--- config.mk ---
export PLATFORM = sky130hd
export DESIGN_NAME = mem_ctrl
export DESIGN_NICKNAME = d
export VERILOG_FILES = /design/src/rtl/mem_ctrl_pkg.sv /design/src/rtl/mem_ctrl.sv
export SDC_FILE = /design/constraint.sdc
export NUM_CORES = 1
export LEC_CHECK = 0
export ABC_CLOCK_PERIOD_IN_PS = 6900
export BUFFER_PORTS_ARGS = -buffer_cell sky130_fd_sc_hd__buf_2
export CORE_ASPECT_RATIO = 1.25
export CORE_MARGIN = 1
export CORE_UTILIZATION = 55
export DETAILED_ROUTE_END_ITERATION = 12
export PLACE_DENSITY = 0.89
export SLEW_MARGIN = 10
export SYNTH_ARGS = -nofsm -noshare
export SYNTH_HDL_FRONTEND = slang
export SYNTH_SLANG_ARGS = --single-unit
--- constraint.sdc ---
create_clock -name clk -period 6.9 [get_ports clk]
set_clock_uncertainty 0.1 [all_clocks]
set_input_delay 1.725 -clock clk [delete_from_list [all_inputs] [get_ports clk]]
set_output_delay 1.725 -clock clk [all_outputs]
set_load 0.05 [all_outputs]
--- src/rtl/mem_ctrl_pkg.sv ---
// Shared encodings for the byte-serial memory controller: request lengths,
// controller states and the IO-window address decode.
package mem_ctrl_pkg;

    // Request length field as driven by the load/store buffer.
    localparam logic [1:0] LEN_BYTE = 2'b00;
    localparam logic [1:0] LEN_HALF = 2'b01;
    localparam logic [1:0] LEN_WORD = 2'b10;

    // Bits [17:16] of a byte address that select the UART/IO window.
    localparam logic [1:0] IO_SEL = 2'b11;

    typedef enum logic [1:0] {
        MC_IDLE  = 2'd0,
        MC_READ  = 2'd1,
        MC_WRITE = 2'd2
    } mc_state_e;

    // Number of bus bytes for a length code; the reserved code 11 is a word.
    function automatic logic [2:0] len_bytes(input logic [1:0] len);
        case (len)
            LEN_BYTE: return 3'd1;
            LEN_HALF: return 3'd2;
            default:  return 3'd4;
        endcase
    endfunction

    // True when address bits [17:16] fall in the IO window.
    function automatic logic io_sel(input logic [1:0] a_hi);
        return a_hi == IO_SEL;
    endfunction

endpackage

--- src/rtl/mem_ctrl.sv ---
// Byte-serial memory controller between the icache / load-store buffer and
// the 8-bit RAM/IO bus. One byte moves per enabled cycle; reads are
// assembled little-endian and zero-extended, writes are split the same way.
// The LSB wins arbitration over the icache so the ROB head never starves.
// The RAM read port is assumed to share the rdy enable, so mem_din keeps
// presenting the byte for the last issued address while rdy is low.
module mem_ctrl
    import mem_ctrl_pkg::*;
(
    input  logic        clk,
    input  logic        rst,
    input  logic        rdy,
    input  logic        clear,

    input  logic        valid_from_icache,
    input  logic [31:0] addr_from_icache,
    output logic        valid_to_icache,
    output logic [31:0] data_to_icache,

    input  logic        valid_from_lsb,
    input  logic        wr_from_lsb,
    input  logic [31:0] addr_from_lsb,
    input  logic [1:0]  len_from_lsb,
    input  logic [31:0] data_from_lsb,
    output logic        valid_to_lsb,
    output logic [31:0] data_to_lsb,

    input  logic [7:0]  mem_din,
    output logic [7:0]  mem_dout,
    output logic [31:0] mem_a,
    output logic        mem_wr,

    input  logic        io_buffer_full
);

    // FSM and transfer bookkeeping
    mc_state_e   state_q;
    logic        src_lsb_q;     // 1: current transfer belongs to the LSB
    logic [31:0] base_q;        // first byte address of the transfer
    logic [31:0] wdata_q;       // store data, byte i goes out in cycle 1+i
    logic [2:0]  nbytes_q;      // 1, 2 or 4
    logic [2:0]  cnt_q;         // bytes issued (write) / cycles into read
    logic [31:0] rbuf_q;        // partially assembled read word

    // Registered bus and requester outputs
    logic [31:0] mem_a_q;
    logic [7:0]  mem_dout_q;
    logic        mem_wr_q;
    logic        v_ic_q;
    logic        v_lsb_q;
    logic [31:0] d_ic_q;
    logic [31:0] d_lsb_q;

    // Next-state helpers
    logic [2:0]  cnt_nxt;
    logic [1:0]  lane;
    logic [31:0] rbuf_d;
    logic [31:0] addr_nxt;
    logic [7:0]  wbyte_nxt;
    logic        wr_stall;
    logic        rd_last;
    logic        wr_last;
    logic        take_lsb;
    logic        take_ic;

    // Byte lane arithmetic, read assembly, IO stall and arbitration
    always_comb begin
        cnt_nxt   = cnt_q + 3'd1;
        // In read cycle cnt (>=1) mem_din carries byte cnt-1.
        lane      = cnt_q[1:0] - 2'd1;
        rbuf_d    = rbuf_q;
        rbuf_d[{lane, 3'b000} +: 8] = mem_din;
        addr_nxt  = base_q + {29'd0, cnt_nxt};
        wbyte_nxt = wdata_q[{cnt_nxt[1:0], 3'b000} +: 8];
        // A full UART buffer blocks the current IO byte; the index holds.
        wr_stall  = (state_q == MC_WRITE) && io_sel(mem_a_q[17:16]) && io_buffer_full;
        rd_last   = (cnt_q == nbytes_q);
        wr_last   = (cnt_nxt == nbytes_q);
        take_lsb  = !clear && valid_from_lsb;
        take_ic   = !clear && valid_from_icache && !valid_from_lsb;
    end

    // Controller FSM with registered bus outputs and completion pulses
    always_ff @(posedge clk) begin
        if (rst) begin
            state_q    <= MC_IDLE;
            src_lsb_q  <= 1'b0;
            base_q     <= '0;
            wdata_q    <= '0;
            nbytes_q   <= '0;
            cnt_q      <= '0;
            rbuf_q     <= '0;
            mem_a_q    <= '0;
            mem_dout_q <= '0;
            mem_wr_q   <= 1'b0;
            v_ic_q     <= 1'b0;
            v_lsb_q    <= 1'b0;
            d_ic_q     <= '0;
            d_lsb_q    <= '0;
        end else if (rdy) begin
            // Completion pulses last exactly one enabled cycle.
            v_ic_q  <= 1'b0;
            v_lsb_q <= 1'b0;
            case (state_q)
                MC_IDLE: begin
                    if (take_lsb) begin
                        src_lsb_q <= 1'b1;
                        base_q    <= addr_from_lsb;
                        wdata_q   <= data_from_lsb;
                        nbytes_q  <= len_bytes(len_from_lsb);
                        cnt_q     <= '0;
                        rbuf_q    <= '0;
                        mem_a_q   <= addr_from_lsb;
                        if (wr_from_lsb) begin
                            state_q    <= MC_WRITE;
                            mem_dout_q <= data_from_lsb[7:0];
                            mem_wr_q   <= 1'b1;
                        end else begin
                            state_q    <= MC_READ;
                            mem_dout_q <= '0;
                            mem_wr_q   <= 1'b0;
                        end
                    end else if (take_ic) begin
                        state_q    <= MC_READ;
                        src_lsb_q  <= 1'b0;
                        base_q     <= addr_from_icache;
                        wdata_q    <= '0;
                        nbytes_q   <= 3'd4;
                        cnt_q      <= '0;
                        rbuf_q     <= '0;
                        mem_a_q    <= addr_from_icache;
                        mem_dout_q <= '0;
                        mem_wr_q   <= 1'b0;
                    end
                end

                MC_READ: begin
                    if (clear) begin
                        // Flush: abandon the read silently.
                        state_q <= MC_IDLE;
                        cnt_q   <= '0;
                        mem_a_q <= '0;
                    end else begin
                        if (cnt_q != 3'd0)
                            rbuf_q <= rbuf_d;
                        if (rd_last) begin
                            state_q <= MC_IDLE;
                            cnt_q   <= '0;
                            mem_a_q <= '0;
                            if (src_lsb_q) begin
                                v_lsb_q <= 1'b1;
                                d_lsb_q <= rbuf_d;
                            end else begin
                                v_ic_q <= 1'b1;
                                d_ic_q <= rbuf_d;
                            end
                        end else begin
                            cnt_q   <= cnt_nxt;
                            // Park the address once every byte has been issued.
                            mem_a_q <= (cnt_nxt < nbytes_q) ? addr_nxt : 32'd0;
                        end
                    end
                end

                MC_WRITE: begin
                    // Stores ignore clear: they are already committed.
                    if (!wr_stall) begin
                        if (wr_last) begin
                            state_q    <= MC_IDLE;
                            cnt_q      <= '0;
                            mem_a_q    <= '0;
                            mem_dout_q <= '0;
                            mem_wr_q   <= 1'b0;
                            v_lsb_q    <= 1'b1;
                        end else begin
                            cnt_q      <= cnt_nxt;
                            mem_a_q    <= addr_nxt;
                            mem_dout_q <= wbyte_nxt;
                        end
                    end
                end

                default: begin
                    state_q  <= MC_IDLE;
                    mem_a_q  <= '0;
                    mem_wr_q <= 1'b0;
                end
            endcase
        end
    end

    // Write strobe is suppressed while frozen or while an IO byte is stalled.
    assign mem_wr         = mem_wr_q && rdy && !wr_stall;
    assign mem_a          = mem_a_q;
    assign mem_dout       = mem_dout_q;
    assign valid_to_icache = v_ic_q;
    assign data_to_icache = d_ic_q;
    assign valid_to_lsb   = v_lsb_q;
    assign data_to_lsb    = d_lsb_q;

endmodule

==> flow_summary.html <==
<table>
<tr><th>Metric</th><th>Value</th></tr>
<tr><th colspan="2">Die</th></tr>
<tr><td>Boundary pin count</td><td>221</td></tr>
<tr><td>Area of the die</td><td>18070 µm²</td></tr>
<tr><td>Std-Cell Rows</td><td>53</td></tr>
<tr><td>Die width</td><td>120.4 µm</td></tr>
<tr><td>Die Span Y</td><td>150.0 µm</td></tr>
<tr><td>Starting utilization of the core area</td><td>0.5680</td></tr>
<tr><td>Core box area</td><td>16980 µm²</td></tr>
<tr><th colspan="2">Cells and area</th></tr>
<tr><td>Register area</td><td>4244 µm²</td></tr>
<tr><td>Share of layout cells above drive strength 1</td><td>0.2324</td></tr>
<tr><td>Layout Nets</td><td>1382</td></tr>
<tr><td>Area taken by multi-input logic gates</td><td>4984 µm²</td></tr>
<tr><td>Final Instance Area</td><td>11410 µm²</td></tr>
<tr><td>Area Overhead vs Synth</td><td>18.35%</td></tr>
<tr><td>Number of filler instances in the final layout</td><td>1353</td></tr>
<tr><td>Number of antenna diodes</td><td>0</td></tr>
<tr><th colspan="2">Place</th></tr>
<tr><td>HPWL Detailed</td><td>16920 µm</td></tr>
<tr><td>Count of port buffers added during placement</td><td>220</td></tr>
<tr><td>Last weighted congestion value of the routability-driven placer</td><td>0.8452</td></tr>
<tr><td>Placed standard-cell area</td><td>10730 µm²</td></tr>
<tr><th colspan="2">Global routing</th></tr>
<tr><td>Number of global-route vias before repair</td><td>8367</td></tr>
<tr><td>Total global routing track utilization</td><td>0.2765</td></tr>
<tr><td>Antenna violations before repair</td><td>0</td></tr>
<tr><td>Global-route wire length before repair</td><td>40830 µm</td></tr>
<tr><td>Global route overflow</td><td>0</td></tr>
<tr><td>Largest net degree at the start of global routing</td><td>150</td></tr>
<tr><th colspan="2">Route</th></tr>
<tr><td>Routed Antenna Nets</td><td>0</td></tr>
<tr><td>Routed length per instance</td><td>16.96 µm</td></tr>
<tr><td>Vias per inst</td><td>5.984</td></tr>
<tr><td>First-pass iteration count of the detailed router</td><td>5</td></tr>
<tr><td>Total routed wirelength</td><td>25130 µm</td></tr>
<tr><td>Detailed Route Iter0 Violations</td><td>762</td></tr>
<tr><td>Residual DRC</td><td>0</td></tr>
<tr><td>Routed vias</td><td>8863</td></tr>
<tr><th colspan="2">Timing</th></tr>
<tr><td>Endpoints failing setup</td><td>0</td></tr>
<tr><td>Pin slew with the least headroom to its limit</td><td>1209 ps</td></tr>
<tr><td>Setup TNS after final layout</td><td>0 ps</td></tr>
<tr><td>Setup repair after global routing missed its margin</td><td>false</td></tr>
<tr><td>Number of hold violations in the final report</td><td>0</td></tr>
<tr><td>Highest Clock Rate</td><td>229.4 MHz</td></tr>
<tr><td>Slew Limit Fails</td><td>0</td></tr>
<tr><td>Worst slew margin</td><td>0.1938</td></tr>
<tr><td>Period utilization</td><td>0.6317</td></tr>
<tr><td>Crit path time final</td><td>4359 ps</td></tr>
<tr><th colspan="2">Clock tree</th></tr>
<tr><td>Clock slew at reported path FFs</td><td>60 ps</td></tr>
<tr><td>Clock tree root buffer cell</td><td>sky130_fd_sc_hd__clkbuf_16</td></tr>
<tr><td>Number of clock sinks</td><td>212</td></tr>
<tr><td>Number of buffers inserted for hold repair after clock tree synthesis</td><td>0</td></tr>
<tr><td>Maximum level of the CTS H-tree</td><td>1</td></tr>
<tr><td>Post_cts resized</td><td>0</td></tr>
<tr><td>Number of setup buffers added after CTS</td><td>0</td></tr>
<tr><td>Number of buffers created by CTS</td><td>21</td></tr>
<tr><td>Number of buffers on the longest clock path</td><td>3</td></tr>
<tr><td>Clock tree from TritonCTS</td><td>yes</td></tr>
<tr><td>Clock latency at the later pin of the worst-skew pair</td><td>500 ps</td></tr>
<tr><th colspan="2">Synth</th></tr>
<tr><td>Synth warn</td><td>0</td></tr>
<tr><td>Synth Instances</td><td>1085</td></tr>
<tr><td>Number of enable flip-flop cells after synthesis</td><td>0</td></tr>
<tr><td>Post-synthesis cell type with the largest combined area</td><td>sky130_fd_sc_hd__dfxtp_1</td></tr>
<tr><td>Portion of the post-synthesis area used by sequential elements</td><td>0.4401</td></tr>
<tr><td>FF+latch count, synth</td><td>212</td></tr>
<tr><td>Synth area leaders</td><td>sky130_fd_sc_hd__dfxtp_1 (44%), sky130_fd_sc_hd__a211oi_1 (8.3%), sky130_fd_sc_hd__nor2_1 (6.8%), sky130_fd_sc_hd__a21oi_1 (5.2%), sky130_fd_sc_hd__mux2i_1 (3.5%)</td></tr>
<tr><td>Synth Net Count</td><td>1216</td></tr>
<tr><td>Unique masters post-synth</td><td>64</td></tr>
<tr><td>Fraction of synthesized cell area taken by the top area cell type</td><td>0.4401</td></tr>
<tr><td>Cell area after synthesis</td><td>9643 µm²</td></tr>
<tr><td>Average size of a mapped cell</td><td>8.888 µm²</td></tr>
<tr><td>Most common cell in the netlist</td><td>sky130_fd_sc_hd__dfxtp_1</td></tr>
<tr><td>Cell types with the highest counts after synthesis</td><td>sky130_fd_sc_hd__dfxtp_1 (212), sky130_fd_sc_hd__nor2_1 (175), sky130_fd_sc_hd__a211oi_1 (107), sky130_fd_sc_hd__a21oi_1 (100), sky130_fd_sc_hd__clkbuf_1 (53)</td></tr>
<tr><td>Async SR Flop Fraction</td><td>0</td></tr>
<tr><td>Synth Flop Type</td><td>sky130_fd_sc_hd__dfxtp_1</td></tr>
<tr><th colspan="2">Critical path</th></tr>
<tr><td>Setup crit end kind</td><td>output pin</td></tr>
<tr><td>Capture point of the worst reg-to-reg path</td><td>mem_a[25]$_SDFFE_PP0P_</td></tr>
<tr><td>FF-to-FF path depth</td><td>8</td></tr>
<tr><td>Required arrival time at the worst endpoint</td><td>5080 ps</td></tr>
<tr><td>R2R Path Start</td><td>cnt_q[0]$_SDFFE_PP0P_</td></tr>
<tr><td>Worst Setup Start Kind</td><td>input pin</td></tr>
<tr><td>CP max FO</td><td>5</td></tr>
<tr><td>Category of the most critical setup path</td><td>input pin to output pin</td></tr>
<tr><td>Worst reg2reg setup slack</td><td>2700 ps</td></tr>
<tr><td>WP data arrival</td><td>2530 ps</td></tr>
<tr><th colspan="2">Power</th></tr>
<tr><td>Clock group share of total power</td><td>0.408</td></tr>
<tr><td>Peak supply drop</td><td>0.2168 mV</td></tr>
<tr><td>Part of the power in registers</td><td>0.464</td></tr>
<tr><td>Switching power as a share of total power</td><td>0.2665</td></tr>
<tr><td>Internal power</td><td>0.002067 W</td></tr>
<tr><td>Combinational Power Share</td><td>0.129</td></tr>
<tr><td>Pwr Total</td><td>0.002818 W</td></tr>
<tr><td>Power density over the cells</td><td>246.9 nW/µm²</td></tr>
<tr><td>Sw power</td><td>0.0007509 W</td></tr>
<tr><td>Static leakage power</td><td>4.470 nW</td></tr>
<tr><th colspan="2">Outcome</th></tr>
<tr><td>Run status</td><td>complete, no violations</td></tr>
<tr><th colspan="2">Min path</th></tr>
<tr><td>Hold Path End</td><td>rbuf_q[2]$_SDFFE_PP0P_</td></tr>
<tr><td>Hold Path Stages</td><td>2</td></tr>
<tr><td>Beginning of the worst hold path</td><td>rbuf_q[2]$_SDFFE_PP0P_</td></tr>
<tr><td>Hold WC Path Type</td><td>flip-flop to flip-flop</td></tr>
<tr><th colspan="2">Job</th></tr>
<tr><td>Max-cap violation count</td><td>0</td></tr>
</table>
power by group through the flow:
stage / clock network (W) / registers [W] / logic, W
floorplan: 0 / 0.00140 / 0.000183
global placement: 0 / 0.00133 / 0.000349
detailed placement: 0 / 0.00133 / 0.000358
CTS: 0.00116 / 0.00131 / 0.000361
global route: 0.00120 / 0.00131 / 0.000391
finish: 0.00115 / 0.00131 / 0.000362
worst max-delay path, cell delays in order:
cell                      delay, ps
sky130_fd_sc_hd__buf_2           90
sky130_fd_sc_hd__nand4_1        220
sky130_fd_sc_hd__and3_1         290
sky130_fd_sc_hd__buf_2          210
layout by cell type, fill, tap and decap left out, types with 21 or more instances in the layout:
cell and count:
sky130_fd_sc_hd__a211oi_1 107, sky130_fd_sc_hd__or3_1 32, sky130_fd_sc_hd__nor2_1 175, sky130_fd_sc_hd__a22oi_1 41, sky130_fd_sc_hd__buf_2 219, sky130_fd_sc_hd__dfxtp_1 212, sky130_fd_sc_hd__a21oi_1 100, sky130_fd_sc_hd__nand2_1 51
sky130_fd_sc_hd__mux2i_1 34, sky130_fd_sc_hd__nor2b_1 25, sky130_fd_sc_hd__clkbuf_16 21
per-stage QoR:
step	hold WS, ps	cells	util	setup WS, ps
2_1_floorplan	327.3	1085	-	2738
3_3_place_gp	332.7	1448	0.6323	2620
3_5_place_dp	338.6	1448	0.6323	2591
4_1_cts	348.5	1481	0.6722	2558
5_1_grt	362.1	1481	0.6722	2476
6_report	345.4	1481	0.6722	2541
sequential cells by signal, summed over array words and instances (netlist names):
register / cells
mem_a: 32
state_q: 2
mem_wr_q: 1
data_to_icache: 32
valid_to_icache: 1
mem_dout: 8
nbytes_q: 3
rbuf_q: 32
data_to_lsb: 32
valid_to_lsb: 1
cnt_q: 3
wdata_q: 32
src_lsb_q: 1
base_q: 32
cell families (layout without fill, tap and decap cells):
| group | Yosys count | in the layout | share of synthesized area |
|---|---|---|---|
| buf+inv | 102 | 278 | 0.04528 |
| flops | 212 | 212 | 0.4401 |
| mux | 42 | 42 | 0.05398 |
| xor+xnor | 29 | 29 | 0.02634 |
| fa+ha+maj | 17 | 17 | 0.02284 |
| simple gates | 370 | 370 | 0.1884 |
| compound gates | 313 | 313 | 0.2230 |
area by class of cell:
type,count,share of cell area
flip-flops and latches,212,0.3719
clock buffers,30,0.05339
repair buffers,228,0.1023
multi-input cells,771,0.4367
well taps,220,0.02412
clock inverters,3,0.006030
inverters,17,0.005591
metal layers:
metal / GRT usage / vias up / wire length [µm]
met4: 0.09321 / 0 / 556
met2: 0.4902 / 370 / 12550
met3: 0.03125 / 44 / 1622
met1: 0.3470 / 4170 / 10400
met5: 0 / - / 0
li1: - / 4279 / -
worst max-delay path by stage:
| stage | to | cells after the start | from |
|---|---|---|---|
| after CTS | mem_wr | 4 | io_buffer_full |
| after floorplan | mem_wr | 2 | rdy |
| after detailed placement | mem_wr | 4 | io_buffer_full |
| final | mem_wr | 4 | io_buffer_full |
| after global routing | mem_a[22]$_SDFFE_PP0P_ | 8 | cnt_q[0]$_SDFFE_PP0P_ |
| after global placement | mem_wr | 4 | io_buffer_full |
Note: power is estimated with default switching activity, not from simulation.
